$ cat src/rtl/demux32bit1to5_reg.sv
`default_nettype none
// ============================================================================
//  Module   : demux32bit1to5_reg
//  Purpose  : Registered 1-to-5 demultiplexer. One WIDTH-bit word per cycle
//             is routed by in_sel into one of five holding slots. Each slot
//             keeps its word and raises out_valid[k] until the consumer
//             acknowledges it with out_ack[k]. Selects 5..7 are illegal: the
//             word is accepted, dropped and flagged with a one-cycle sel_err.
//  Ports    : Clk       - rising-edge clock
//             Reset     - synchronous, active-high reset
//             in_data   - word to route
//             in_sel    - destination slot (0..4 legal)
//             in_valid  - in_data / in_sel valid this cycle
//             in_ready  - word accepted this cycle (combinational)
//             out_data  - slot k at [k*WIDTH +: WIDTH], registered
//             out_valid - slot k holds an unacknowledged word
//             out_ack   - consumer of slot k takes the word this cycle
//             sel_err   - one-cycle pulse after an illegal-select transfer
//             err_cnt   - saturating illegal-transfer count
//                         (present only with DEMUX_ERR_CNT_EN defined)
//  Config   : `define DEMUX_ERR_CNT_EN to add err_cnt and its counter.
//  Revision : 1.0 - initial release
// ============================================================================
module demux32bit1to5_reg #(
    parameter int WIDTH = 32
) (
    input  logic               Clk,
    input  logic               Reset,
    input  logic [WIDTH-1:0]   in_data,
    input  logic [2:0]         in_sel,
    input  logic               in_valid,
    output logic               in_ready,
    output logic [5*WIDTH-1:0] out_data,
    output logic [4:0]         out_valid,
    input  logic [4:0]         out_ack,
`ifdef DEMUX_ERR_CNT_EN
    output logic               sel_err,
    output logic [7:0]         err_cnt
`else
    output logic               sel_err
`endif
);

    localparam int          c_num_slots = 5;
    localparam logic [2:0]  c_max_sel   = 3'd4;

    // Per-slot state encoding: the FULL state is exactly out_valid[k].
    typedef enum logic [0:0] {
        S_EMPTY = 1'b0,
        S_FULL  = 1'b1
    } slot_state_t;

    logic                   w_sel_legal;
    logic                   w_in_ready;
    logic                   w_xfer;
    logic                   w_illegal_xfer;
    logic [c_num_slots-1:0] w_slot_ready;
    logic [c_num_slots-1:0] w_load;
    logic                   r_sel_err;

    assign w_sel_legal = (in_sel <= c_max_sel);

    // A slot can take a word when it is empty, or when it is full and its
    // consumer is draining it in this same cycle (no bubble on reload).
    // Illegal selects are always accepted so the producer never stalls on
    // a bad address. in_valid deliberately plays no part here.
    always_comb begin
        w_in_ready = 1'b1;
        case (in_sel)
            3'd0:    w_in_ready = w_slot_ready[0];
            3'd1:    w_in_ready = w_slot_ready[1];
            3'd2:    w_in_ready = w_slot_ready[2];
            3'd3:    w_in_ready = w_slot_ready[3];
            3'd4:    w_in_ready = w_slot_ready[4];
            default: w_in_ready = 1'b1;
        endcase
    end

    assign in_ready       = w_in_ready;
    assign w_xfer         = in_valid & w_in_ready;
    assign w_illegal_xfer = w_xfer & ~w_sel_legal;

    // ------------------------------------------------------------------
    // Five independent slots: each is a two-state FSM plus a data register.
    // ------------------------------------------------------------------
    generate
        for (genvar k = 0; k < c_num_slots; k++) begin : g_slot
            slot_state_t      r_state;
            slot_state_t      w_next;
            logic [WIDTH-1:0] r_data;

            assign w_slot_ready[k] = (r_state == S_EMPTY) | out_ack[k];
            assign w_load[k]       = w_xfer & w_sel_legal & (in_sel == 3'(k));

            always_ff @(posedge Clk) begin
                if (Reset) begin
                    r_state <= S_EMPTY;
                end else begin
                    r_state <= w_next;
                end
            end

            // A load wins over an ack on the same slot: the slot stays FULL
            // and takes the new word.
            always_comb begin
                w_next = r_state;
                case (r_state)
                    S_EMPTY: begin
                        if (w_load[k]) begin
                            w_next = S_FULL;
                        end
                    end
                    S_FULL: begin
                        if (w_load[k]) begin
                            w_next = S_FULL;
                        end else if (out_ack[k]) begin
                            w_next = S_EMPTY;
                        end
                    end
                    default: w_next = S_EMPTY;
                endcase
            end

            // The word stays on out_data after an ack; only a load changes it.
            always_ff @(posedge Clk) begin
                if (Reset) begin
                    r_data <= '0;
                end else if (w_load[k]) begin
                    r_data <= in_data;
                end
            end

            assign out_valid[k]                  = (r_state == S_FULL);
            assign out_data[k*WIDTH +: WIDTH]    = r_data;
        end
    endgenerate

    // ------------------------------------------------------------------
    // Illegal-select reporting. The flag is re-evaluated every cycle, so
    // consecutive illegal transfers keep it high continuously.
    // ------------------------------------------------------------------
    always_ff @(posedge Clk) begin
        if (Reset) begin
            r_sel_err <= 1'b0;
        end else begin
            r_sel_err <= w_illegal_xfer;
        end
    end

    assign sel_err = r_sel_err;

`ifdef DEMUX_ERR_CNT_EN
    logic [7:0] r_err_cnt;

    // Saturates at all-ones so a flood of bad selects never wraps to a
    // misleadingly small value.
    always_ff @(posedge Clk) begin
        if (Reset) begin
            r_err_cnt <= 8'h00;
        end else if (w_illegal_xfer && (r_err_cnt != 8'hFF)) begin
            r_err_cnt <= r_err_cnt + 8'h01;
        end
    end

    assign err_cnt = r_err_cnt;
`endif

endmodule
`default_nettype wire
$ cat config.mk
export PLATFORM = sky130hd
export DESIGN_NAME = demux32bit1to5_reg
export DESIGN_NICKNAME = d
export VERILOG_FILES = /design/src/rtl/demux32bit1to5_reg.sv
export SDC_FILE = /design/constraint.sdc
export NUM_CORES = 1
export LEC_CHECK = 0
export BUFFER_PORTS_ARGS = -buffer_cell sky130_fd_sc_hd__buf_4
export CORE_AREA = 2 2 90 156
export DETAILED_ROUTE_END_ITERATION = 8
export DIE_AREA = 0 0 92 158
export HOLD_SLACK_MARGIN = 0.1
export PLACE_DENSITY = 0.77
export SETUP_SLACK_MARGIN = 0.4
export SLEW_MARGIN = 30
export SYNTH_ARGS = -nofsm -noshare
export SYNTH_HDL_FRONTEND = slang
export SYNTH_SLANG_ARGS = --single-unit
$ cat constraint.sdc
create_clock -name Clk -period 3.65 [get_ports Clk]
set_input_delay 0.73 -clock Clk [delete_from_list [all_inputs] [get_ports Clk]]
set_output_delay 0.73 -clock Clk [all_outputs]
set_load 0.05 [all_outputs]
==> summary.md, run 1 <==
| Metric | Value |
|---|---|
| YS warnings | `0` |
| Worst reg-to-reg path cell count | `4` |
| Post-DP HPWL | `14800 microns` |
| Worst Skew | `about 11 ps` |
| Final Slew Violations | `0` |
| Hold-fix buffers, CTS | `0` |
| Total number of vias | `between 6000 and 7000` |
| H-tree depth | `4` |
| Critical path type | `primary input to output port` |
| Crit. Startpoint | `out_ack[0]` |
| CTS root buf | `clkbuf_16` |
| CTS sink cnt | `approximately 170` |
| Status | `finished, final reports clean` |
| IO Count | `210` |
| Register area share after synthesis | `51.1%` |
| Mapped Area | `around 6500 sq um` |
| Port bufs | `roughly 210` |
| RSZ-0062 raised after global routing | `no` |
| Slew HR | `46.4%` |
| #FFs+latches synth | `~170` |
| Clk Latency, worst-skew pair | `420 ps` |
| FMAX | `around 380 MHz` |
| Worst setup SP type | `primary input` |
| Drt wl/cell | `20.2 microns` |
| Setup ws final | `around 1000 ps` |
| Initial antenna violation count | `0` |
| Seq pwr share | `a little under half` |
| Max_cap viols | `0` |
| Initial DRC Count | `490` |
| Clk slew on worst S/H paths | `approximately 70 ps` |
| Fin crit share | `around 73%` |
| Crit path depth | `5` |
| Crit path to | `in_ready` |
| Slowest cell on crit path | `a2111oi_0` |
| Gate power share | `a little over a tenth` |
| Synth area leader | `dfxtp_1` |
| CTS Buf Count | `17` |
| Syn Nets | `just over 800` |
| NetSw | `around 1.1 mW` |
| Post-synthesis cell type count | `28` |
| Largest net degree at the start of global routing | `68` |
| CP dominant cell by count | `buf_4` |
| Core area | `around 13000 sq um` |
| Syn Inst Count | `just under 800` |
| DRT Pass-1 Iters | `5` |
| Worst Hold Class | `flop to flop` |
| First-pass GRT wire length | `around 34000 microns` |
| Worst path top cell family by delay | `compound AO/OA/AOI/OAI gates` |
| Reg area | `~3300 sq um` |
| Min-Delay Startpoint | `g_slot[1].r_data[6]` |
| Largest cells by area after synthesis | `dfxtp_1 51%, a21oi_1 13%, nand3_1 12%` |
| Switching share of power | `27.3%` |
| Resized cells post-CTS | `0` |
| CTS tree | `yes` |
| Syn Area/Cell | `roughly 8.4 sq um` |
| Max incr delay on CP | `470 ps` |
| Critical path, cell by cell | `buf_4, nand2b_1, a2111oi_0, a211oi_1, buf_4` |
| Die Area | `14500 sq um` |
| Yosys top cell area share | `between 50 and 60%` |
| DP Worst Slack | `about 1000 ps` |
| GRT overflow | `0` |
| Final setup viols | `0` |
| Commonest cells after routing, fill and taps aside | `226 x buf_4, 166 x a21oi_1, 166 x dfxtp_1, 160 x nand3_1, 99 x o21ai_0` |
| Internal power | `a little under 3 mW` |
| R2R Setup Slk | `about 2200 ps` |
| CP Buf/Inv Count | `2` |
| Post-CTS setup buffers | `0` |
| DR vias/cell | `slightly below 6` |
| Clk pwr share | `~43%` |
| Area Overhead vs Synth | `31.4%` |
| Remaining antenna violation count | `0` |
| Critical Path AT | `about 1900 ps` |
| Peak VDD IR | `just over 300 uV` |
| DRC viols | `0` |
| Starting density of the core | `48.8%` |
| FILL cells | `~1200` |
| DRT Wirelength | `22500 microns` |
| Crit path max fanout | `9` |
| Worst slew pin tran | `approximately 800 ps` |
| Setup TNS | `0 ps` |
| Layout cell share with drive strength beyond 1 | `around 29%` |
| P per Cell Area | `475 nW/um^2` |
| Worst R2R End | `g_slot[1].r_data[17]` |
| Crit end category | `output port` |
| Post-layout net count | `971` |
| Die Ht | `about 160 microns` |
| Area of the multi-input gates | `2700 sq um` |
| CTS max path bufs | `2` |
| Vias in the first global route | `roughly 6000` |
| CP required | `between 2000 and 3000 ps` |
| Lkg Pwr | `3.26 nW` |
| Row count | `56` |
| Most common cell after layout, fill and taps aside | `buf_4` |
| GPL Wtd Cong | `0.847` |
| Die width | `approximately 92 microns` |
| Antenna fix cells | `0` |
| Final hold violation count | `0` |
| Global Route Usage Sum | `between 20 and 30%` |
| R2r startpoint | `g_slot[1].r_state` |
| Post-layout minimum cycle time | `~2700 ps` |
[Yosys cell counts]
master	count
a21oi_1	166
dfxtp_1	166
nand3_1	160
o21ai_0	99
o21ai_1	61
clkbuf_1	52
buf_4	18
buf_2	10
buf_1	8
buf_6	6
nand2b_1	6
nor2b_1	4
nand4bb_1	3
nor2_1	3
and4bb_2	2
clkbuf_2	2
a2111oi_0	1
a211oi_1	1
a22oi_1	1
and2b_1	1
and4b_1	1
and4bb_1	1
nand3b_1	1
nand4b_1	1
nor4b_4	1
o211ai_1	1
or3b_2	1
or4b_4	1
[layer usage]
layer	part of all wire, %	up-vias	GRT usage, %
met2	51	329	51.1
met5	0	-	0
met3	6.4	68	4.62
met4	5.0	0	15.4
li1	-	3090	-
met1	38	3160	36.1
[flip-flops by register name, indices dropped and copies added (netlist names)]
name and flops:
g_slot.r_data 160, g_slot.r_state 5, sel_err 1
[worst reg2reg max path, cell delays in order, from the launching register on]
cell and delay, ps:
dfxtp_1 420, nor2b_2 280, buf_4 340, o21ai_1 130, a21oi_1 180
[power groups by stage]
| stage | Sequential [mW] | Clock, mW | Combinational, mW |
|---|---|---|---|
| after floorplan | 2.04 | 0 | 0.135 |
| after CTS | 1.87 | 1.77 | 0.428 |
| after detailed placement | 1.91 | 0 | 0.427 |
| after global routing | 1.87 | 1.85 | 0.450 |
| after global placement | 1.91 | 0 | 0.423 |
| final | 1.87 | 1.76 | 0.431 |
[cell families (layout without fill, tap and decap cells)]
logic type,after synthesis,count (layout),share of synthesized area [%]
compound gates,330,330,25.6
buf+inv,96,259,7.51
simple gates,186,186,15.8
flops,166,166,51.1
[worst min-delay path by stage]
stage / end / slack (ps) / cells past startpoint
after floorplan: g_slot[4].r_data[0] / 690 / 4
after global routing: g_slot[4].r_data[1] / 500 / 2
final: g_slot[1].r_data[6] / 480 / 2
after global placement: g_slot[2].r_data[9] / 460 / 2
after CTS: g_slot[1].r_data[2] / 480 / 2
after detailed placement: g_slot[1].r_data[2] / 470 / 2
[stage by stage]
stage	util [%]	cell area, sq um	power, mW	instances	hold WS, ps
finish	64.1	8540	4.06	1115	476
global route	64.1	8540	4.17	1115	495
CTS	64.1	8540	4.07	1115	476
detailed placement	59.8	7960	2.34	1083	468
global placement	59.8	7960	2.33	1083	462
floorplan	-	6500	2.17	778	694
[area by class of cell]
class / count / share of cell area (%)
tap: 174 / 2.55
sequential: 166 / 38.9
multi-input combinational: 516 / 31.7
timing repair buffer: 227 / 20.1
clock buffer: 18 / 5.14
clock inverter: 14 / 1.63
Note: power is estimated with default switching activity, not from simulation.
==> inputs of run 2 (changes only) <==
Clock period 3.65 ns to 2.7 ns, I/O delays scaled along.
==> summary.md, run 2 (synthesis results as in run 1) <==
| Metric | Value |
|---|---|
| Status | `finished, final reports clean` |
| Register with the most flip-flops | `g_slot.r_data` |
| Placed Area | `8000 sq um` |
| P per Cell Area | `about 640 nW/um^2` |
| Area Overhead vs Synth | `31.8%` |
| Port bufs | `~210` |
| Setup TNS | `0 ps` |
| GRT overflow | `0` |
| Clk slew on worst S/H paths | `about 70 ps` |
| Vias in the first global route | `between 5000 and 6000` |
| Max_cap viols | `0` |
| Setup ws final | `roughly 450 ps` |
| CTS tree | `yes` |
| Die Ht | `approximately 160 microns` |
| GRT busiest layer | `met2` |
| Hold-fix buffers, CTS | `0` |
| CTS max path bufs | `2` |
| Fin crit share | `83.4%` |
| IO Count | `between 200 and 250` |
| H-tree depth | `4` |
| GR Layer Usage met2 | `around 48%` |
| Antenna fix cells | `0` |
| Post-CTS setup buffers | `0` |
| CTS root buf | `clkbuf_16` |
| CP required | `2160 ps` |
| RSZ-0062 raised after global routing | `no` |
| CTS Buf Count | `17` |
| Resized cells post-CTS | `1` |
| Commonest cells after routing, fill and taps aside | `228 x buf_4, 166 x dfxtp_1, 165 x a21oi_1, 160 x nand3_1, 99 x o21ai_0` |
| Critical path, cell by cell | `nand2b_1, a2111oi_1, a211oi_2, buf_4` |
| Met3 Use GR | `under 10%` |
| Post-layout net count | `just under 1000` |
| Final hold violation count | `0` |
| Post-route cell area | `~8600 sq um` |
| GPL Wtd Cong | `~0.85` |
| Post-layout minimum cycle time | `~2300 ps` |
| DRT Wirelength | `22400 microns` |
| Worst slew pin tran | `a little under 800 ps` |
| Slowest cell on crit path | `a2111oi_1` |
| Largest net degree at the start of global routing | `between 70 and 80` |
| Slew HR | `between 40% and 50%` |
| Grt met1 use | `about 36%` |
| DP Worst Slack | `404 ps` |
| DR vias/cell | `just under 6` |
| Core area | `around 13000 sq um` |
| Initial antenna violation count | `0` |
| Critical path type | `flop to output port` |
| Total number of vias | `~6700` |
| Worst setup SP type | `flop` |
| Post-DP HPWL | `approximately 14000 microns` |
| DRC viols | `0` |
| Worst path top cell family by delay | `compound AO/OA/AOI/OAI gates` |
| Die Area | `14500 sq um` |
| Max incr delay on CP | `500 ps` |
| Critical Path AT | `1710 ps` |
| Starting density of the core | `a little under 50%` |
| FMAX | `about 440 MHz` |
| Worst Skew | `13.8 ps` |
| Global Route Usage Sum | `roughly 29%` |
| Final setup viols | `0` |
| Crit path max fanout | `3` |
| Initial DRC Count | `just under 600` |
| Final Slew Violations | `0` |
| Row count | `56` |
| CTS sink cnt | `166` |
| Max FFs per register | `160` |
| CP Buf/Inv Count | `1` |
| Peak VDD IR | `about 420 uV` |
| Lkg Pwr | `approximately 3.3 nW` |
| Crit end category | `output port` |
| Remaining antenna violation count | `0` |
| Worst Hold Class | `primary input to flop` |
| First-pass GRT wire length | `approximately 33000 microns` |
| DRT Pass-1 Iters | `5` |
| Die width | `~92 microns` |
| Most common cell after layout, fill and taps aside | `buf_4` |
| Drt wl/cell | `20.0 microns` |
| Layout cell share with drive strength beyond 1 | `approximately 29%` |
| Clk Latency, worst-skew pair | `between 400 and 500 ps` |
-- run 2: changes by cell type in the layout (fill, tap and decap cells not counted), sizes merged --
cell	previous run	this run
buf	227	230
clkinv	4	6
inv	7	5
clkbuf	18	19
clkinvlp	2	1
-- run 2: layout make-up --
type / count / area (sq um)
clock inverters: 13 / 121
fillers: 1197 / 4750
repair buffers: 230 / 1750
flip-flops and latches: 166 / 3320
well taps: 174 / 218
clock buffers: 19 / 443
multi-input cells: 516 / 2710
-- run 2: tightest hold or removal path: cells and delay by family --
| kind | cells | cell delay [ps] |
|---|---|---|
| buf+inv | 1 | 130 |
| simple gates | 1 | 60 |
| compound gates | 1 | 50 |
-- run 2: where the power goes --
| part | leakage, nW | total [mW] | switching (mW) | internal [mW] |
|---|---|---|---|---|
| sequential | 1.34 | 2.53 | 0.0286 | 2.50 |
| combinational | 1.66 | 0.588 | 0.417 | 0.171 |
| clock | 0.280 | 2.33 | 1.02 | 1.31 |
| total | 3.28 | 5.45 | 1.47 | 3.98 |
-- run 2: metrics by stage --
stage	std cells	total power, mW	util, %	hold slack (ps)
floorplan	778	2.94	-	688
global placement	1086	3.16	60.1	461
detailed placement	1086	3.17	60.1	466
CTS	1118	5.47	64.3	403
global route	1118	5.61	64.3	408
finish	1118	5.45	64.3	412
-- run 2: path summary, 6_finish.rpt --
path                          endpoint  cells after the start                 start  slack [ps]
setup / recovery              in_ready                      4     g_slot[0].r_state         450
hold / removal    g_slot[4].r_data[21]                      3           in_data[21]         410
setup reg to reg   g_slot[3].r_data[2]                      4     g_slot[3].r_state        1020
hold reg to reg   g_slot[3].r_data[11]                      2  g_slot[3].r_data[11]         470
-- run 2: per-layer routing --
layer	vias to the layer above	routed length (microns)	share of wire, %
li1	3084	-	-
met1	3137	8330	37
met2	384	11200	50
met3	63	1780	8.0
met4	0	1090	4.9
met5	-	0	0
